**config.mk**
```make
export PLATFORM = sky130hd
export DESIGN_NAME = mpc_infer_sched
export DESIGN_NICKNAME = d
export VERILOG_FILES = /design/src/rtl/mpc_infer_sched.sv
export SDC_FILE = /design/constraint.sdc
export NUM_CORES = 1
export LEC_CHECK = 0
export ABC_AREA = 1
export CORE_AREA = 2 2 101 103
export CTS_CLUSTER_DIAMETER = 40
export CTS_CLUSTER_SIZE = 14
export DETAILED_ROUTE_END_ITERATION = 12
export DIE_AREA = 0 0 103 105
export DONT_BUFFER_PORTS = 1
export PLACE_DENSITY = 0.72
export SLEW_MARGIN = 5
export SYNTH_ARGS = -nofsm -noshare
export SYNTH_HDL_FRONTEND = slang
export SYNTH_SLANG_ARGS = --single-unit
export TNS_END_PERCENT = 10
```
**constraint.sdc**
```tcl
create_clock -name clk_1 -period 2.6 [get_ports clk_1]
set_clock_uncertainty 0.2 [all_clocks]
set_input_delay 0.26 -clock clk_1 [delete_from_list [all_inputs] [get_ports clk_1]]
set_output_delay 0.26 -clock clk_1 [all_outputs]
set_load 0.005 [all_outputs]
```
**src/rtl/mpc_infer_sched.sv**
```systemverilog
// mpc_infer_sched: fixed-rate sequencer for the quantized MPC network core.
// Each control period it latches r/pos/vel, runs one ap_ctrl inference and
// holds the result on u_out until the next one completes. Overruns and hung
// inferences are counted/flagged.
// Optional output clamp: define MPC_UCLAMP_EN (adds the clamp_hit port).
module mpc_infer_sched #(
    parameter int DW             = 16,
    parameter int PERIOD_CYCLES  = 1000,
    parameter int TIMEOUT_CYCLES = 200,
    parameter int U_MIN          = -896,
    parameter int U_MAX          = 896
) (
    input  logic                 clk_1,
    input  logic                 ap_rst_n,
    input  logic                 ce_1,
    input  logic                 en,
    input  logic signed [DW-1:0] r,
    input  logic signed [DW-1:0] pos,
    input  logic signed [DW-1:0] vel,
    output logic                 core_start,
    output logic                 core_in_vld,
    output logic signed [DW-1:0] core_r,
    output logic signed [DW-1:0] core_pos,
    output logic signed [DW-1:0] core_vel,
    input  logic                 core_ready,
    input  logic                 core_done,
    input  logic                 core_idle,
    input  logic signed [DW-1:0] core_out,
    input  logic                 core_out_vld,
    output logic signed [DW-1:0] u_out,
    output logic                 u_vld,
    output logic                 busy,
    output logic [15:0]          overrun_cnt,
    output logic                 timeout_flag,
    input  logic                 clr
`ifdef MPC_UCLAMP_EN
    ,
    output logic                 clamp_hit
`endif
);
    localparam int PW = (PERIOD_CYCLES > 1) ? $clog2(PERIOD_CYCLES) : 1;
    localparam int TW = $clog2(TIMEOUT_CYCLES + 1);

    // Reject nonsensical configurations at elaboration.
    if (PERIOD_CYCLES < 2 || TIMEOUT_CYCLES < 1 || U_MIN > U_MAX) begin : g_param_chk
        $error("mpc_infer_sched: illegal parameter set");
    end

    typedef enum logic [1:0] {IDLE, LAUNCH, WAIT} state_t;

    state_t                 state, state_nx;
    logic [PW-1:0]          pcnt;
    logic [TW-1:0]          wd;
    logic                   tick, launch, overrun, wd_exp;
    logic                   done_evt, abort;
    logic signed [DW-1:0]   res, fin_val, u_nx;
    logic                   res_ok, fin_ok;

    assign tick    = en && (pcnt == PW'(PERIOD_CYCLES - 1));
    assign launch  = (state == IDLE) && tick && core_idle;
    assign overrun = tick && ((state != IDLE) || !core_idle);
    assign wd_exp  = busy && (wd == TW'(TIMEOUT_CYCLES - 1));
    // A result arriving in the done cycle itself must still be used.
    assign fin_val = core_out_vld ? core_out : res;
    assign fin_ok  = core_out_vld || res_ok;

`ifdef MPC_UCLAMP_EN
    localparam logic signed [DW-1:0] UMN = DW'(U_MIN);
    localparam logic signed [DW-1:0] UMX = DW'(U_MAX);
    logic hit_nx;

    // Saturate the core result into [U_MIN, U_MAX].
    always_comb begin
        u_nx   = fin_val;
        hit_nx = 1'b0;
        if (fin_val < UMN) begin
            u_nx   = UMN;
            hit_nx = 1'b1;
        end else if (fin_val > UMX) begin
            u_nx   = UMX;
            hit_nx = 1'b1;
        end
    end

    // Clamp indicator follows every u_out update.
    always_ff @(posedge clk_1 or negedge ap_rst_n) begin
        if (!ap_rst_n)                        clamp_hit <= 1'b0;
        else if (ce_1 && done_evt && fin_ok)  clamp_hit <= hit_nx;
    end
`else
    assign u_nx = fin_val;
`endif

    // Period counter: free-runs while enabled, parked at 0 otherwise.
    always_ff @(posedge clk_1 or negedge ap_rst_n) begin
        if (!ap_rst_n)          pcnt <= '0;
        else if (ce_1) begin
            if (!en || tick)    pcnt <= '0;
            else                pcnt <= pcnt + 1'b1;
        end
    end

    // FSM state register.
    always_ff @(posedge clk_1 or negedge ap_rst_n) begin
        if (!ap_rst_n)  state <= IDLE;
        else if (ce_1)  state <= state_nx;
    end

    // FSM next state; done takes priority over a coincident watchdog expiry.
    always_comb begin
        state_nx = state;
        done_evt = 1'b0;
        abort    = 1'b0;
        case (state)
            IDLE:   if (launch) state_nx = LAUNCH;
            LAUNCH: begin
                if (core_ready && core_done) begin
                    state_nx = IDLE;
                    done_evt = 1'b1;
                end else if (wd_exp) begin
                    state_nx = IDLE;
                    abort    = 1'b1;
                end else if (core_ready) begin
                    state_nx = WAIT;
                end
            end
            WAIT: begin
                if (core_done) begin
                    state_nx = IDLE;
                    done_evt = 1'b1;
                end else if (wd_exp) begin
                    state_nx = IDLE;
                    abort    = 1'b1;
                end
            end
            default: state_nx = IDLE;
        endcase
    end

    // FSM outputs, decoded straight from the state flops.
    always_comb begin
        core_start  = 1'b0;
        core_in_vld = 1'b0;
        busy        = 1'b0;
        case (state)
            LAUNCH: begin
                core_start  = 1'b1;
                core_in_vld = 1'b1;
                busy        = 1'b1;
            end
            WAIT:    busy = 1'b1;
            default: ;
        endcase
    end

    // Operand latch, result capture, watchdog and zero-order-hold output.
    always_ff @(posedge clk_1 or negedge ap_rst_n) begin
        if (!ap_rst_n) begin
            core_r   <= '0;
            core_pos <= '0;
            core_vel <= '0;
            res      <= '0;
            res_ok   <= 1'b0;
            wd       <= '0;
            u_out    <= '0;
            u_vld    <= 1'b0;
        end else if (ce_1) begin
            u_vld <= done_evt;
            if (launch) begin
                core_r   <= r;
                core_pos <= pos;
                core_vel <= vel;
                res_ok   <= 1'b0;
                wd       <= '0;
            end else if (busy) begin
                wd <= wd + 1'b1;
                if (core_out_vld) begin
                    res    <= core_out;
                    res_ok <= 1'b1;
                end
            end
            if (done_evt && fin_ok) u_out <= u_nx;
        end
    end

    // Sticky status; clr beats a same-cycle overrun or abort.
    always_ff @(posedge clk_1 or negedge ap_rst_n) begin
        if (!ap_rst_n) begin
            overrun_cnt  <= '0;
            timeout_flag <= 1'b0;
        end else if (ce_1) begin
            if (clr) begin
                overrun_cnt  <= '0;
                timeout_flag <= 1'b0;
            end else begin
                if (overrun && overrun_cnt != 16'hFFFF) overrun_cnt <= overrun_cnt + 16'd1;
                if (abort) timeout_flag <= 1'b1;
            end
        end
    end
endmodule

```
==> Yosys cells after proc, flatten, opt, wreduce, memory -nomap -nowiden <==
Cells that the tools add are included.
W data, S select, Z words.
{ "word_totals": {"regBits": 119, "latch_bits": 0, "mem_bits_rw": 0, "mem_bits_ro": 0, "inputBits": 73, "wordCells": 79, "mem_count": 0} }
{ "op_classes": {"n_addsub": 3, "mul": 0, "div_mod_pow": 0, "order_cmp": 0, "eq_ne": 8, "shift": 0, "mux": 27, "bitwise_logic": 1, "reduce_logical": 28} }
{ "op_table": {"columns": ["op", "count"], "rows": [
  ["$mux W16", 3],
  ["$add A16 B1 Y16 const B", 1],
  ["$mux W8", 2],
  ["$ne A16 B16 Y1 const B", 1],
  ["$mux W1", 12],
  ["$mux W2", 6],
  ["$add A10 B1 Y10 const B", 1],
  ["$eq A10 B10 Y1 const B", 1],
  ["$mux W10", 1],
  ["$reduce_and A2 Y1", 5],
  ["$reduce_bool A2 Y1", 5],
  ["$add A8 B1 Y8 const B", 1],
  ["$eq A8 B8 Y1 const B", 1],
  ["$logic_and A1 B1 Y1", 8],
  ["$pmux W2 S3", 1],
  ["$reduce_and A3 Y1", 2],
  ["$ne A4 B4 Y1 const B", 1],
  ["$pmux W1 S2", 2],
  ["$reduce_and A4 Y1", 1],
  ["$logic_or A1 B1 Y1", 3],
  ["$ne A3 B3 Y1 const B", 1],
  ["$eq A2 B1 Y1 const B", 1],
  ["$eq A2 B2 Y1 const B", 1],
  ["$logic_not A1 Y1", 2],
  ["4 further kinds", 4]
]} }

==> Longest topological paths before layout <==
{ "depth": {"ltp_word": 9, "depth_mapped": 11} }

==> Worst setup path before layout <==
OpenSTA, ideal clock, no wires.
{ "synth_timing": {"kind": "register -> register", "start": "register state[0]", "end": "register res[10]", "setup_time_ns": 0.066, "t_arrival_ns": 1.487, "required_time_ns": 2.334, "path_slack_ns": 0.847, "stages_incl_launch_ff": 9, "path_buffers": 2, "period_less_slack_ns": 1.753, "path_cell_list": "dfrtp_1 > inv_1 > ha_1 > nand2_1 > inv_1 > buf_2 > buf_1 > nand3_1 > nand2_1"} }
{ "synth_via": {"elab_cells_between_ends": 9, "cone_classes": "eq/ne (2); mux (1); bitwise (1); reduce/logical (5)"} }
{ "synth_rtl": {"columns": ["item", "line_no", "source"], "rows": [
  ["from (decl)", "51", "state_t state, state_nx;"],
  ["from (signal assigned)", "106", "else if (ce_1) state <= state_nx;"],
  ["$eq A2 B2 Y1 or $eq A2 B1 Y1 (tied branches)", "145", "case (state)"],
  ["$reduce_or A2 Y1 (no line) *", null, null],
  ["$mux W1 *", "145", null],
  ["via busy", "32", "output logic busy,"],
  ["$reduce_and A3 Y1 (no line) *", null, null],
  ["to (signal assigned)", "178", "res <= core_out;"],
  ["to (decl)", "56", "logic signed [DW-1:0] res, fin_val, u_nx;"]
]} }
The timed path passes the listed nets; every way through them passes the cells marked *.
A chain may end at the register's enable or synchronous reset.

==> Final worst setup path <==
{ "layout_timing": {"start": "register overrun_cnt[0]", "end": "register overrun_cnt[0]"} }
{ "layout_via": {"elab_chain_len": 4, "elab_cells_between_ends": 7, "cone_classes": "add/sub (1); eq/ne (1); mux (2); reduce/logical (3)"} }
{ "layout_lines": {"columns": ["item", "line_no", "source"], "rows": [
  ["from (decl)", "33", "output logic [15:0] overrun_cnt,"],
  ["from (signal assigned)", "196", "if (overrun && overrun_cnt != 16'hFFFF) overrun_cnt <= overrun_cnt + 16'd1;"],
  ["parallel branches: the longest is 4 deep, another holds $add A16 B1 Y16", null, null]
]} }
Parallel ways; which one is timed is not known. The select of a mux whose other input is x is not followed.

==> impl_metrics.py <==
metrics = {
    "finish": {
        "syn_to_final_growth_pct": 23.3,
        "final_layout_size_suffix_gt1_share_pct": 5.32,
        "diodes": 0,
        "nFillCells": 718,
        "nets": 876,
    },
    "sta": {
        "rsz0062_at_grt": "no",
        "relSlewSlack_pct": 55.0,
        "hold_violations": 119,
        "worstMarginPinSlew_ns": 0.674,
        "period_minus_slack_ns": 2.09,
        "hold_ws_ns": -0.763,
        "fmax_mhz": 477,
        "tns_ns": 0,
        "fin_crit_sh_pct": 80.6,
        "report.final.slew_viol_count": 0,
        "setup_viol": 0,
    },
    "global_route": {
        "grt_usage_pct": 27.8,
        "first_global_vias": 4862,
        "overflow": 0,
        "grt_start_max_net_pins": 120,
        "antenna_found_initial": 0,
        "grt_pass1_wl_mm": 23.4,
    },
    "yosys": {
        "syn_inst": 727,
        "synth_compound_area_share_pct": 9.26,
        "post-synth-top-count-cell": "nand2_1",
        "yosys.cell_types.count": 36,
        "synth_common_cells": "251 x nand2_1, 119 x dfrtp_1, 103 x inv_1",
        "synth_area_leaders": "dfrtp_1 52%, nand2_1 16%, inv_1 6.7%, nand3_1 4.0%, o21ai_0 3.9%",
        "post_synth_mux_area_share_pct": 0,
        "ys_ff_latch": 119,
        "yosys.area_share.adder_pct": 1.53,
        "syn_area_mm2": 0.00573,
        "synth_top_family_by_area": "simple AND/OR/NAND/NOR gates",
        "ys_warn_count": 0,
        "synth-xor-area-share_pct": 1.07,
        "synth-simple-area-share_pct": 26.1,
        "synth_edf_count": 0,
        "synth_nets": 807,
        "yosys.area.top_type_share_pct": 52.0,
        "synthFlopType": "dfrtp_1",
        "syn_avg_cell_area_um2": 7.88,
        "synth_top_cell_by_area": "dfrtp_1",
        "synth_seq_area_share_pct": 52.0,
        "async_flop_share_pct": 100,
    },
    "floorplan": {
        "rows": 36,
        "die_w_um": 103,
        "start_util_pct": 59.4,
        "ioPinCount": 158,
        "die_h_um": 105,
        "core_area_mm2": 0.00964,
        "die_area_mm2": 0.0108,
    },
    "power_and_ir_drop": {
        "leakage_nw": 3.64,
        "p_per_area_mw_per_mm2": 622,
        "ir_worst_vdd_v": 0.000376,
        "finalPower_mw": 4.39,
    },
    "placement": {
        "dp_hpwl_mm": 8.39,
        "place.gp.congestion": 0.936,
        "port_buffers": 0,
    },
    "setup_path": {
        "r2r-start": "overrun_cnt[0]",
        "startpoint_type": "register",
        "required_ns": 2.86,
        "crit_fanout": 17,
        "cp-startpoint": "overrun_cnt[0]",
        "critPathKind": "reg2reg",
        "cp-end-kind": "register",
        "arrival_ns": 2.35,
    },
    "clock_network": {
        "cts-buffers-inserted": 17,
        "ctsHoldBuffers": 72,
        "post_cts_buffers": 0,
        "insertion_delay_ns": 0.52,
        "cts_resized": 0,
        "clockBufferDepth": 2,
        "cts.sinks": 119,
        "cts_max_level": 4,
        "clk_pin_slew_worst_paths_ns": 0.06,
        "cts_tree": "built",
        "cts_root_buf": "clkbuf_8",
    },
    "routing": {
        "wl_per_cell_um": 15.0,
        "route.vias.total": 4913,
        "drt-initial-drc-count": 256,
        "vias_per_cell": 5.22,
        "wl_mm": 14.1,
        "dr.pass1.iters": 5,
        "detail-route-antenna-nets": 0,
        "drcViolationCount": 0,
    },
    "outcome": {
        "status": "complete, but fails checks",
        "violations": "negative hold slack",
    },
    "min_path": {
        "min-delay-path-class": "in2async",
    },
    "run": {
        "cap_violations": 0,
    },
}
placed cells by master (no fill, tap or decap), types with 3 or more instances in the layout:
cell type,n
a21oi_1,13
buf_4,5
clkbuf_1,3
clkbuf_16,16
clkbuf_8,5
dfrtp_1,119
dlygate4sd3_1,72
ha_1,7
inv_1,103
nand2_1,251
nand3_1,46
nand4_1,4
nor2_1,43
nor3_1,5
o21a_1,3
o21ai_0,45
o21ai_1,31
o22ai_1,6
xor2_1,5
critical path, stage by stage (launching register included):
cell and delay [ns]:
dfrtp_1 0.44, ha_1 0.25, nand2_1 0.11, inv_2 0.06, nand2_1 0.09, nor2_2 0.06, nand2_1 0.10, nand4_4 0.28
nand2_4 0.29, nand2_1 0.10, nand2_1 0.07
power breakdown:
part	leakage, nW	switching, mW	internal (mW)
clock network	0.277	0.812	1.46
logic	1.82	0.101	0.114
registers	1.55	0.0299	1.88
total	3.64	0.943	3.45
final timing paths:
check / slack (ns) / cells past startpoint / end
max: 0.51 / 10 / overrun_cnt[0]
min: -0.76 / 0 / core_vel[14]
min reg2reg: 0.26 / 1 / pcnt[9]
max reg2reg: 0.51 / 10 / overrun_cnt[0]
max in group asynchronous: 2.78 / 0 / overrun_cnt[11]
min in group clk_1: 0.04 / 5 / u_out[4]
per-stage QoR:
stage                     instance area [um2]  util [%]  std cells  hold slack (ns)  worst slack, ns
after detailed placement                 5770      59.9        838           -0.232            0.518
final                                    7060      73.3        941           -0.763            0.505
after global routing                     7060      73.3        941           -0.788            0.333
after global placement                   5770      59.9        838           -0.233            0.619
after CTS                                7060      73.3        941           -0.780            0.499
after floorplan                          5730         -        727           -0.236            0.847
registers in the layout, indices dropped and copies added, names as in the netlist:
register,count
core_pos,16
core_r,16
core_vel,16
overrun_cnt,16
res,16
u_out,16
pcnt,10
wd,8
state,2
res_ok,1
timeout_flag,1
u_vld,1
per-layer routing:
metal  GRT usage (%)  wire, um
met1            34.8      5660
met2            44.7      7150
met3            8.90      1010
met4            10.5       321
met5               0         0
layout make-up:
class	count	area (um2)	area share (%)
flip-flops and latches	119	2980	42.2
multi-input cells	475	2170	30.8
repair buffers	78	778	11.0
inverters	105	394	5.58
well taps	133	166	2.36
clock inverters	7	93.8	1.33
clock buffers	24	480	6.80
cells by family (layout without fill, tap and decap cells):
group,after synthesis,count (layout)
simple gates,360,360
compound gates,101,101
fa+ha+maj,7,7
buf+inv,133,214
xor+xnor,7,7
flops,119,119
Note: power is estimated with default switching activity, not from simulation.
